`src/rtl/fetch_stage.sv`:
```
// Instruction-fetch stage: fetch PC, one-outstanding imem read, redirect/stall/flush, IF/ID register.
// Define FETCH_PERF_CNT_EN to add the FetchStallCnt output (saturating count of fetch stall cycles).
module fetch_stage #(
    parameter logic [17:0] RESET_PC = 18'd0,
    parameter logic [17:0] PC_STEP  = 18'd4
) (
    input  logic        clk,
    input  logic        rst,
    input  logic        PCSrcE,
    input  logic [17:0] PCTargetE,
    input  logic        StallF,
    input  logic        StallD,
    input  logic        FlushD,
    output logic        IMemReq,
    output logic [17:0] IMemAddr,
    input  logic        IMemValid,
    input  logic [32:0] IMemRData,
    output logic [32:0] InstrD,
    output logic [17:0] PCD,
    output logic [17:0] PCPlus4D,
    output logic        ValidD
`ifdef FETCH_PERF_CNT_EN
    ,
    output logic [15:0] FetchStallCnt
`endif
);

    typedef enum logic [1:0] {IDLE, WAIT_RSP, HOLD} state_t;

    state_t      state, state_nx;
    logic [17:0] pc_f, pc_f_nx;
    logic [17:0] req_addr, req_addr_nx;
    logic        stale, stale_nx;
    logic [32:0] buf_instr, buf_instr_nx;
    logic [17:0] buf_pc, buf_pc_nx;
    logic        load;
    logic [32:0] load_instr;
    logic [17:0] load_pc;

    // Request outputs come straight from registers, never from inputs.
    assign IMemReq  = (state == WAIT_RSP);
    assign IMemAddr = req_addr;

    always_comb begin
        state_nx     = state;
        pc_f_nx      = pc_f;
        req_addr_nx  = req_addr;
        stale_nx     = stale;
        buf_instr_nx = buf_instr;
        buf_pc_nx    = buf_pc;
        load         = 1'b0;
        load_instr   = '0;
        load_pc      = '0;
        if (PCSrcE) begin
            pc_f_nx = PCTargetE;
            if (state == WAIT_RSP && !IMemValid) begin
                // Keep the request up so the in-flight read drains, then drop it.
                stale_nx = 1'b1;
            end else begin
                stale_nx = 1'b0;
                state_nx = IDLE;
            end
        end else begin
            case (state)
                IDLE: begin
                    if (!StallF) begin
                        req_addr_nx = pc_f;
                        state_nx    = WAIT_RSP;
                    end
                end
                WAIT_RSP: begin
                    if (IMemValid) begin
                        if (stale) begin
                            stale_nx = 1'b0;
                            state_nx = IDLE;
                        end else if (!StallD) begin
                            load       = 1'b1;
                            load_instr = IMemRData;
                            load_pc    = req_addr;
                            pc_f_nx    = req_addr + PC_STEP;
                            if (!StallF) begin
                                req_addr_nx = req_addr + PC_STEP;
                            end else begin
                                state_nx = IDLE;
                            end
                        end else begin
                            buf_instr_nx = IMemRData;
                            buf_pc_nx    = req_addr;
                            state_nx     = HOLD;
                        end
                    end
                end
                HOLD: begin
                    if (!StallD) begin
                        load       = 1'b1;
                        load_instr = buf_instr;
                        load_pc    = buf_pc;
                        pc_f_nx    = buf_pc + PC_STEP;
                        state_nx   = IDLE;
                    end
                end
                default: state_nx = IDLE;
            endcase
        end
    end

    always_ff @(posedge clk or negedge rst) begin
        if (!rst) begin
            state     <= IDLE;
            pc_f      <= RESET_PC;
            req_addr  <= '0;
            stale     <= 1'b0;
            buf_instr <= '0;
            buf_pc    <= '0;
        end else begin
            state     <= state_nx;
            pc_f      <= pc_f_nx;
            req_addr  <= req_addr_nx;
            stale     <= stale_nx;
            buf_instr <= buf_instr_nx;
            buf_pc    <= buf_pc_nx;
        end
    end

    always_ff @(posedge clk or negedge rst) begin
        if (!rst) begin
            InstrD   <= '0;
            PCD      <= '0;
            PCPlus4D <= '0;
            ValidD   <= 1'b0;
        end else if (FlushD) begin
            InstrD   <= '0;
            PCD      <= '0;
            PCPlus4D <= '0;
            ValidD   <= 1'b0;
        end else if (load) begin
            InstrD   <= load_instr;
            PCD      <= load_pc;
            PCPlus4D <= load_pc + PC_STEP;
            ValidD   <= 1'b1;
        end
    end

`ifdef FETCH_PERF_CNT_EN
    logic stall_cycle;
    assign stall_cycle = (state == WAIT_RSP && !IMemValid) || (state == HOLD);

    always_ff @(posedge clk or negedge rst) begin
        if (!rst) begin
            FetchStallCnt <= '0;
        end else if (stall_cycle && FetchStallCnt != '1) begin
            FetchStallCnt <= FetchStallCnt + 16'd1;
        end
    end
`endif

endmodule
```
`config.mk`:
```
export PLATFORM = sky130hd
export DESIGN_NAME = fetch_stage
export DESIGN_NICKNAME = d
export VERILOG_FILES = /design/src/rtl/fetch_stage.sv
export SDC_FILE = /design/constraint.sdc
export NUM_CORES = 1
export LEC_CHECK = 0
export ABC_AREA = 1
export BUFFER_PORTS_ARGS = -buffer_cell sky130_fd_sc_hd__buf_2
export CAP_MARGIN = 20
export CORE_MARGIN = 2
export CORE_UTILIZATION = 42
export DETAILED_ROUTE_END_ITERATION = 16
export GPL_ROUTABILITY_DRIVEN = 1
export GPL_TIMING_DRIVEN = 0
export PLACE_DENSITY = 0.65
export SYNTH_ARGS = -nofsm -noshare
export SYNTH_HDL_FRONTEND = slang
export SYNTH_SLANG_ARGS = --single-unit
```
`constraint.sdc`:
```
create_clock -name clk -period 2.4 [get_ports clk]
set_input_delay 0.6 -clock clk [delete_from_list [all_inputs] [get_ports clk]]
set_output_delay 0.6 -clock clk [all_outputs]
set_load 0.02 [all_outputs]
```
==> summary.txt, run 1 <==
STA
  • Final setup viols: 0
  • Worst slew pin tran: 658 ps
  • Fin. Hold Viols: 0
  • Slew HR: 56.1%
  • FMAX: 438 MHz
  • Final Max Slew Viols: 0
  • Fin crit period: 2280 ps
  • Post-Route Skew: 11.9 ps
  • Period utilisation layout: 95.1%
  • Hold WS: 133 ps

Worst setup path
  • Cells along the critical path: inv_2, ha_4, buf_6, nand3_4, buf_8, o21ai_4, nand2_2, inv_2, ha_2, nand3_2, nor2_4, nand2_4, nor2_4, nand3_1, nand3_2, nand2_1
  • Worst setup EP type: flip-flop
  • Delay-heaviest family, CP: simple AND/OR/NAND/NOR gates
  • CP max FO: 7
  • Startpoint Class: flip-flop
  • Kind of critical path: reg -> reg
  • Crit-path slowest cell: dfrtp_1
  • Worst Path Arrival: 2600 ps
  • WP buf/inv: 4
  • CP peak stage delay: 390 ps
  • CP required: 2720 ps

Detailed routing
  • Drt pass-1 iters: 5
  • Wire length per cell: 16.0 um
  • DR top layer: met4
  • Wl on met1: 10.9 mm
  • WL met2: 10.6 mm
  • Post-Route WL: 23.4 mm
  • Vias per cell: 5.11
  • DR WL met3: 1.40 mm
  • DRC: 0
  • Via count: 7,461
  • Post-DRT Antenna Nets: 0
  • Number of DRC markers in iteration 0: 495

Power and ir drop
  • Pwr per Cell Area: 952 mW/mm^2
  • Net Sw Frac: 40.2%
  • Peak supply drop: 0.000558 V
  • Total power: 9630 uW
  • NetSw: 3870 uW
  • Internal: 5760 uW
  • Seq pwr share: 41.9%
  • Combinational share of power: 30.8%
  • Proportion of power drawn by the clock network: 27.4%
  • Leakage power total: 0.00510 uW

Floorplanning
  • DIE AREA: 0.0208 mm^2
  • # IOs: 147
  • Initial Utilization: 42.6%
  • # rows: 51
  • Die height: 144 um
  • Core area: 0.0194 mm^2
  • Die W: 144 um

Clock tree
  • Clock-pin transition on the worst setup and hold timing paths: 70 ps
  • H-tree depth: 4
  • Max Root-Sink Buffers: 2
  • Total CTS buffers: 17
  • CTS tree: done
  • Worst skew pair latency: 430 ps
  • Sink Count: 158
  • Clock root buffer: clkbuf_16

Placement
  • IO buf count: 143
  • Placed inst area: 0.00935 mm^2
  • Final GP Congestion: 0.884
  • DP Wirelength: 17.3 mm

Logic synthesis
  • Distinct cells, synth: 42
  • Yosys warnings: 0
  • Post-synth net total: 1,072
  • Number of synthesized flops with an enable pin: 0
  • Main synth FF type: dfrtp_1
  • Synth top area share: 47.8%
  • Yosys top cell by area: dfrtp_1
  • Post-synthesis sequential area ratio: 47.8%
  • Synth top area cells: dfrtp_1 48%, nand2_1 11%, o21ai_0 8.6%
  • Seq cells post-synth: 158
  • Async SR Flop Fraction: 100%
  • Syn avg cell area: 8.21 um^2
  • Mapped Cells: 1,007
  • Synthesized area: 0.00827 mm^2

Worst hold path
  • Hold WC Path Type: in -> async

Status
  • Run status: completed

Flow run
  • Max-cap violations: 0

GRT
  • Initial antenna violation count: 0
  • First-pass GRT wire length: 36.7 mm
  • Global route overflow: 0
  • Vias in the first global route: 6,994
  • Total track usage: 22.7%
  • Largest net degree at the start of global routing: 90

Layout
  • Area delta synth->final: 22.4%
  • Fin util: 52.1%
  • Share of layout cells above drive strength 1: 24.8%
  • Final Instance Area: 0.0101 mm^2
  • Final #Nets: 1,247
  • Number of fill cells in the layout: 1,903
  • Antenna diodes: 0
## repair_timing
item	4_1_cts	5_1_grt
buffers inserted	6	6
hold endpoints to repair	0	0
pin swaps	4	5
gates resized for setup	13	11
setup endpoints to repair	6	5
hold buffers	0	0
gates cloned	0	0
## cell usage after synthesis (6+ instances only)
library cell,instances
nand2_1,234
dfrtp_1,158
o21ai_0,142
inv_1,101
nand3_1,49
nor2_1,47
a22o_1,37
clkbuf_1,28
a21oi_1,25
nand4_1,23
nand2_2,20
buf_2,17
xor2_1,12
inv_2,10
nor2_2,9
o21ai_1,9
o22ai_1,9
buf_4,7
ha_1,7
nand2_4,7
nor2_4,7
o211ai_1,7
nand3_2,6
## flip-flops by register name, summed over array words and instances (netlist names)
register	cells
state	2
PCD	18
PCPlus4D	16
buf_pc	18
InstrD	33
ValidD	1
IMemAddr	18
pc_f	18
buf_instr	33
stale	1
## area by class of cell
class / instances / area, um^2 / share of cell area, %
plain buffers: 56 / 315 / 3.12
inverters: 111 / 419 / 4.14
well taps: 265 / 332 / 3.28
multi-input cells: 682 / 3670 / 36.2
repair buffers: 156 / 847 / 8.37
clock buffers: 17 / 425 / 4.21
clock inverters: 15 / 156 / 1.55
flip-flops and latches: 158 / 3950 / 39.1
## worst reg2reg max path, cell delays in order (launching register included)
cell     delay (ps)
dfrtp_1         390
inv_2           100
ha_4            140
buf_6           130
nand3_4          90
buf_8           140
o21ai_4         160
nand2_2          90
inv_2            70
ha_2            180
nand3_2         100
nor2_4          170
nand2_4         100
nor2_4           90
nand3_1          90
nand3_2          90
nand2_1          50
## through the flow
stage | std cells | setup slack, ps | TNS [ps]
after floorplan | 1007 | 41.8 | 0
after detailed placement | 1416 | -391 | -1880
final | 1460 | 118 | 0
after CTS | 1454 | 14.0 | 0
after global placement | 1415 | -1750 | -275680
after global routing | 1460 | -12.8 | -12.8
## per-layer routing
metal | up-vias | GRT usage (%)
li1 | 3701 | -
met1 | 3467 | 32.4
met2 | 259 | 35.2
met3 | 34 | 3.68
met4 | 0 | 7.82
met5 | - | 0
## worst paths after layout
path	from	endpoint	slack, ps	cells after the start
max	state[1]$_DFFE_PN0P_	PCPlus4D[14]$_DFFE_PN0P_	120	16
min	rst	PCPlus4D[6]$_DFFE_PN0P_	130	1
max reg2reg	state[1]$_DFFE_PN0P_	PCPlus4D[14]$_DFFE_PN0P_	120	16
min reg2reg	PCPlus4D[14]$_DFFE_PN0P_	PCPlus4D[14]$_DFFE_PN0P_	470	2
max in group asynchronous	rst	buf_instr[7]$_DFFE_PN0P_	1470	2
min in group clk	IMemRData[5]	buf_instr[5]$_DFFE_PN0P_	430	3
## placed cells by master, fill, tap and decap left out, types with 9 or more instances in the layout
cell type,count
nand4_1,23
a21oi_1,25
buf_2,157
a22o_1,37
inv_1,98
o22ai_1,9
dfrtp_1,158
o21ai_0,142
nand3_1,45
nand3_2,9
clkbuf_16,17
buf_4,17
nor2_1,47
nand2_2,21
nand2_1,233
clkbuf_1,28
xor2_1,12
o21ai_1,9
inv_2,12
## power groups by stage
stage / logic (uW) / clock network (uW) / registers (uW)
floorplan: 1760 / 0 / 4110
CTS: 2900 / 2670 / 4010
global placement: 2780 / 0 / 4040
finish: 2960 / 2640 / 4030
global route: 3310 / 2750 / 4120
detailed placement: 2840 / 0 / 4050
## cell families after synthesis
group                      count (synthesis)  share of synthesized area, %
and+or+nand+nor                          416                          23.5
AOI/OAI and AO/OA                        243                          17.3
buffers and inverters                    167                          8.57
DFF                                      158                          47.8
xor gates and xnor gates                  14                          1.48
adders and majority gates                  7                          1.06
muxes                                      2                         0.272
Note: power is estimated with default switching activity, not from simulation.
==> run 2: changes to the inputs <==
--- a/config.mk
+++ b/config.mk
@@ -13,7 +13,6 @@
 export DETAILED_ROUTE_END_ITERATION = 16
 export GPL_ROUTABILITY_DRIVEN = 1
 export GPL_TIMING_DRIVEN = 0
-export PLACE_DENSITY = 0.65
 export SYNTH_ARGS = -nofsm -noshare
 export SYNTH_HDL_FRONTEND = slang
 export SYNTH_SLANG_ARGS = --single-unit
==> constraint.sdc (replaced) <==
create_clock -name clk -period 2.3 [get_ports clk]
set_input_delay 0.575 -clock clk [delete_from_list [all_inputs] [get_ports clk]]
set_output_delay 0.575 -clock clk [all_outputs]
set_load 0.02 [all_outputs]
==> summary.txt, run 2 (synthesis gave the netlist of run 1 again) <==
Status
  • Run status: complete, but fails checks
  • Failing checks: setup timing

STA
  • Final Max Slew Viols: 0 (unchanged)
  • RSZ-0062 raised after global routing: yes
  • Fin crit period: 2310 ps (+23.4 ps)
  • Period utilisation layout: 100% (+5.2 points)
  • FMAX: 434 MHz (-1.0%)
  • Hold WS: 33.8 ps (-99.3 ps)
  • Slew HR: 58.7% (+2.6 points)
  • PnR worst setup slack: -5.62 ps (-123 ps)
  • Worst slew pin tran: 619 ps (-38.5 ps)
  • Post-Route Skew: 7.37 ps (-4.55 ps)
  • Fin. Hold Viols: 0 (unchanged)
  • Final setup viols: 1 (+1)
  • Setup tns final: -5.62 ps (-5.62 ps)

GRT
  • Vias in the first global route: 7,014 (+0.29%)
  • Global-route met1 utilization: 34.2% (+1.7 points)
  • Met3 usage: 3.48% (-0.20 points)
  • First-pass GRT wire length: 37.5 mm (+2.3%)
  • Met2 GRT Util: 35.6% (+0.40 points)
  • Initial antenna violation count: 0 (unchanged)
  • Global route overflow: 0 (unchanged)
  • Largest net degree at the start of global routing: 117 (+30%)
  • Total track usage: 23.5% (+0.77 points)
  • GRT Max-Usage Layer: met2

Detailed routing
  • Vias per cell: 5.14 (+0.61%)
  • Wire length per cell: 16.4 um (+2.6%)
  • DRC: 0 (unchanged)
  • Number of DRC markers in iteration 0: 513 (+3.6%)
  • Post-DRT Antenna Nets: 0 (unchanged)
  • Via count: 7,548 (+1.2%)
  • Drt pass-1 iters: 5 (unchanged)
  • Post-Route WL: 24.1 mm (+3.2%)

Layout
  • Fin util: 53.0% (+0.81 points)
  • Final #Nets: 1,255 (+0.64%)
  • Area delta synth->final: 24.3%
  • Number of fill cells in the layout: 1,885 (-0.95%)
  • Reg area: 0.00395 mm^2 (unchanged)
  • Fin cells: 1,468 (+0.55%)
  • Largest registers: InstrD x33, buf_instr x33
  • Share of layout cells above drive strength 1: 26.0% (+1.2 points)
  • Antenna diodes: 0 (unchanged)
  • Most common cell after layout, fill and taps aside: nand2_1
  • Commonest non-fill, non-tap cells in the layout: 230 x nand2_1, 158 x dfrtp_1, 155 x buf_2
  • Area of the multi-input gates: 0.00377 mm^2 (+2.7%)

Flow run
  • Max-cap violations: 0 (unchanged)

Worst setup path
  • CP max FO: 7 (unchanged)
  • Kind of critical path: reg -> reg
  • Worst setup EP type: flip-flop
  • CP required: 2620 ps (-100 ps)
  • Worst r2r path cells: 16 (unchanged)
  • Worst Path Arrival: 2630 ps (+30 ps)
  • Startpoint Class: flip-flop

Power and ir drop
  • Seq pwr share: 41.9% (about the same)
  • Proportion of power drawn by the clock network: 26.6% (-0.8 points)
  • Leakage power total: 0.00519 uW (+1.8%)
  • Net Sw Frac: 40.0% (-0.14 points)
  • Internal: 6020 uW (+4.5%)
  • NetSw: 4020 uW (+3.9%)
  • Pwr per Cell Area: 978 mW/mm^2 (+2.7%)
  • Combinational share of power: 31.5% (+0.7 points)
  • Peak supply drop: 0.000578 V (+3.6%)

Floorplanning
  • # rows: 51 (unchanged)
  • Die W: 144 um (unchanged)
  • Core area: 0.0194 mm^2 (unchanged)
  • Initial Utilization: 42.6% (unchanged)
  • DIE AREA: 0.0208 mm^2 (unchanged)
  • Die height: 144 um (unchanged)
  • # IOs: 147 (unchanged)

Clock tree
  • Clock root buffer: clkbuf_16
  • Clock-pin transition on the worst setup and hold timing paths: 70 ps (about the same)
  • Max Root-Sink Buffers: 2 (unchanged)
  • Hold Buf Count CTS: 0 (unchanged)
  • Worst skew pair latency: 430 ps (about the same)
  • Total CTS buffers: 17 (unchanged)
  • H-tree depth: 4 (unchanged)
  • CTS tree: done
  • Sink Count: 158 (unchanged)

Placement
  • Pre-CTS setup slack: -483 ps (-92.3 ps)
  • DP Wirelength: 17.6 mm (+1.6%)
  • Placed insts: 1,416 (unchanged)
  • Final GP Congestion: 0.858 (-2.9%)
  • IO buf count: 143 (unchanged)

Worst hold path
  • Hold WC Path Type: in -> async
run 2: worst max-delay path, cell delays in order, from the launching register on:
cell and delay [ps]:
dfrtp_1 390, inv_2 90, ha_4 130, buf_4 150, nand3_4 100, buf_8 140
o21ai_4 170, nand2_2 80, inv_2 80, ha_4 150, nand3_4 90, nor2_4 160
nand2_4 100, nor2_4 130, nand3_2 70, nand3_2 80, nand2_1 50
run 2: cell type report:
| type | count | area share, % |
|---|---|---|
| clock inverter | 15 | 1.23 |
| tap | 265 | 3.23 |
| sequential | 158 | 38.5 |
| multi-input combinational | 682 | 36.7 |
| clock buffer | 17 | 4.14 |
| buffer | 56 | 3.18 |
| timing repair buffer | 164 | 8.94 |
| inverter | 111 | 4.13 |
run 2: metal layers:
metal | routed length (um) | vias up
li1 | - | 3718
met1 | 11300 | 3526
met2 | 10900 | 265
met3 | 1420 | 39
met4 | 553 | 0
met5 | 0 | -
run 2: final timing paths:
| path | startpoint | endpoint | slack [ps] |
|---|---|---|---|
| max | state[1]$_DFFE_PN0P_ | PCPlus4D[14]$_DFFE_PN0P_ | -6 |
| min | rst | InstrD[20]$_DFFE_PN0P_ | 30 |
| max reg2reg | state[1]$_DFFE_PN0P_ | PCPlus4D[14]$_DFFE_PN0P_ | -6 |
| min reg2reg | PCPlus4D[12]$_DFFE_PN0P_ | PCPlus4D[12]$_DFFE_PN0P_ | 470 |
| max in group asynchronous | rst | buf_pc[4]$_DFFE_PN0P_ | 1360 |
| min in group clk | IMemRData[29] | buf_instr[29]$_DFFE_PN0P_ | 420 |
run 2: metrics by stage:
stage / total power, uW / area [um^2]
finish: 10000 / 10300
global route: 10700 / 10300
global placement: 7150 / 9330
detailed placement: 7210 / 9370
floorplan: 6130 / 8280
CTS: 9990 / 10100
run 2: power groups by stage:
stage	Sequential [uW]	Combinational, uW	Clock [uW]
floorplan	4290	1850	0
global placement	4210	2930	0
detailed placement	4230	2980	0
CTS	4180	3090	2720
global route	4290	3530	2830
finish	4210	3160	2670
run 2: repair_timing:
action / CTS / global route
endpoints found under the setup margin: 8 / 60
endpoints found under the hold margin: 0 / 0
buffers inserted: 16 / 4
resized for setup: 22 / 31
pin swaps: 8 / 17
==> run 3: changes to the inputs <==
--- a/config.mk
+++ b/config.mk
@@ -13,6 +13,7 @@
 export DETAILED_ROUTE_END_ITERATION = 16
 export GPL_ROUTABILITY_DRIVEN = 1
 export GPL_TIMING_DRIVEN = 0
+export SETUP_SLACK_MARGIN = 0.3
 export SYNTH_ARGS = -nofsm -noshare
 export SYNTH_HDL_FRONTEND = slang
 export SYNTH_SLANG_ARGS = --single-unit
==> summary.txt, run 3 (synthesis gave the netlist of run 1 again) <==
Power and ir drop
  • Combinational share of power: 33.1% (+1.6 points)
  • Leakage power total: 0.00546 uW (+5.1%)
  • Pwr per Cell Area: 990 mW/mm^2 (+1.3%)
  • Peak supply drop: 0.000637 V (+10%)
  • Total power: 10,700 uW (+6.6%)
  • Net Sw Frac: 40.0% (about the same)
  • Proportion of power drawn by the clock network: 27.5% (+0.9 points)
  • Internal: 6420 uW (+6.6%)
  • NetSw: 4280 uW (+6.5%)
  • Seq pwr share: 39.4% (-2.5 points)

Detailed routing
  • Post-DRT Antenna Nets: 0 (unchanged)
  • Number of DRC markers in iteration 0: 471 (-8.2%)
  • Drt pass-1 iters: 5 (unchanged)
  • Vias per cell: 5.19 (+0.99%)
  • Wire length per cell: 16.7 um (+1.5%)
  • Post-Route WL: 24.9 mm (+3.1%)
  • Via count: 7,747 (+2.6%)
  • DRC: 0 (unchanged)

Layout
  • Number of fill cells in the layout: 1,884 (-0.053%)
  • Area delta synth->final: 30.7%
  • Final #Nets: 1,279 (+1.9%)
  • Final Instance Area: 0.0108 mm^2 (+5.2%)
  • Commonest non-fill, non-tap cells in the layout: 223 x nand2_1, 156 x dfrtp_1, 149 x buf_2
  • Most common cell after layout, fill and taps aside: nand2_1
  • Share of layout cells above drive strength 1: 31.1% (+5.0 points)
  • Largest registers: InstrD x33, buf_instr x33
  • Antenna diodes: 0 (unchanged)

Floorplanning
  • DIE AREA: 0.0208 mm^2 (unchanged)
  • Initial Utilization: 42.6% (unchanged)
  • Die W: 144 um (unchanged)
  • # IOs: 147 (unchanged)
  • # rows: 51 (unchanged)
  • Core area: 0.0194 mm^2 (unchanged)
  • Die height: 144 um (unchanged)

Clock tree
  • Clock-pin transition on the worst setup and hold timing paths: 70 ps (about the same)
  • Clock root buffer: clkbuf_16
  • Total CTS buffers: 17 (unchanged)
  • Worst skew pair latency: 440 ps (about the same)
  • H-tree depth: 4 (unchanged)
  • Sink Count: 158 (unchanged)
  • Max Root-Sink Buffers: 2 (unchanged)
  • CTS tree: done

Placement
  • Placed inst area: 0.00942 mm^2 (+0.55%)
  • Final GP Congestion: 0.849 (-0.99%)
  • Pre-CTS setup slack: -323 ps (+160 ps)
  • DP Wirelength: 17.7 mm (+0.67%)
  • IO buf count: 143 (unchanged)

GRT
  • Total track usage: 24.0% (+0.46 points)
  • Initial antenna violation count: 0 (unchanged)
  • Global route overflow: 0 (unchanged)
  • Vias in the first global route: 7,025 (+0.16%)
  • First-pass GRT wire length: 38.2 mm (+1.8%)
  • Largest net degree at the start of global routing: 93 (-21%)

STA
  • Slew HR: 51.5% (-7.2 points)
  • Final setup viols: 0 (-1)
  • Setup tns final: 0 ps (+5.62 ps)
  • Worst slew pin tran: 728 ps (+108 ps)
  • PnR worst setup slack: 102 ps (+107 ps)
  • Fin crit period: 2200 ps (-107 ps)
  • Fin. Hold Viols: 0 (unchanged)
  • Final Max Slew Viols: 0 (unchanged)
  • Post-Route Skew: 12.0 ps (+4.61 ps)
  • Period utilisation layout: 95.6% (-4.7 points)
  • FMAX: 455 MHz (+4.9%)
  • RSZ-0062 raised after global routing: yes

Worst setup path
  • Worst setup EP type: flip-flop
  • WP buf/inv: 4 (unchanged)
  • Worst Path Arrival: 2520 ps (-110 ps)
  • Crit-path slowest cell: dfrtp_1
  • CP max FO: 6 (-1)
  • Cells along the critical path: inv_2, ha_4, buf_6, nand3_4, buf_8, o21ai_4, nand2_2, inv_2, ha_4, nand3_4, nor2_4, nand2_4, nor2_4, nand3_1, nand3_2, nand2_1
  • Startpoint Class: flip-flop
  • CP required: 2630 ps (about the same)
  • CP peak stage delay: 400 ps (about the same)
  • Kind of critical path: reg -> reg
  • Delay-heaviest family, CP: simple AND/OR/NAND/NOR gates

Status
  • Run status: completed

Flow run
  • Max-cap violations: 0 (unchanged)

Worst hold path
  • Hold WC Path Type: in -> async
run 3: cell types whose count changed in the layout (fill, tap and decap cells not counted), moves of 5 or more:
cell | previous run | this run
clkbuf_2 | 1 | 15
buf_2 | 155 | 149
clkbuf_1 | 27 | 11
clkinv_8 | 0 | 5
buf_6 | 6 | 17
o21ai_0 | 140 | 131
inv_1 | 98 | 93
nand2_1 | 230 | 223
buf_4 | 24 | 36
nand2_2 | 19 | 27
nand3_2 | 12 | 7
o21ai_2 | 0 | 8
run 3: layer usage:
metal	wire length [um]	track usage, %	vias to the layer above
li1	-	-	3769
met1	11600	33.8	3668
met2	11400	37.5	276
met3	1360	4.01	34
met4	551	8.23	0
met5	0	0	-
run 3: final timing paths:
kind                                           from                         to  slack (ps)  cells past startpoint
min in group clk                      IMemRData[27]  buf_instr[27]$_DFFE_PN0P_         400                      3
min                                             rst         PCD[7]$_DFFE_PN0P_         170                      1
min reg2reg                PCPlus4D[12]$_DFFE_PN0P_   PCPlus4D[12]$_DFFE_PN0P_         470                      2
max                            state[1]$_DFFE_PN0P_   PCPlus4D[14]$_DFFE_PN0P_         100                     16
max in group asynchronous                       rst       state[0]$_DFFE_PN0P_        1360                      2
max reg2reg                    state[1]$_DFFE_PN0P_   PCPlus4D[14]$_DFFE_PN0P_         100                     16
run 3: timing repair:
action,4_1_cts,5_1_grt
cloned,2,1
hold endpoints to repair,0,0
hold buffers,0,0
endpoints found under the setup margin,95,126
resized for setup,39,106
buffers inserted,21,20
pin swaps,17,21
run 3: power by group through the flow:
stage,combinational (uW),sequential [uW],clock [uW]
3_5_place_dp,3020,4230,0
4_1_cts,3250,4170,2980
5_1_grt,3930,4300,3100
6_report,3540,4220,2950
2_1_floorplan,1870,4290,0
3_3_place_gp,2960,4220,0
run 3: through the flow:
stage / hold WS (ps) / utilization, % / std cells
CTS: 196 / 53.4 / 1471
global placement: 458 / 48.3 / 1415
floorplan: 279 / - / 1007
detailed placement: 463 / 48.5 / 1416
finish: 167 / 55.7 / 1492
global route: 223 / 55.7 / 1492
run 3: area by class of cell:
class                           count  area (um^2)  share of cell area (%)
Buffer                             56          392                    3.62
Clock buffer                       17          425                    3.94
Clock inverter                     15          199                    1.84
Inverter                          111          430                    3.98
Multi-Input combinational cell    682         3880                    35.9
Sequential cell                   158         3960                    36.6
Tap cell                          265          332                    3.07
Timing Repair Buffer              188         1190                    11.1
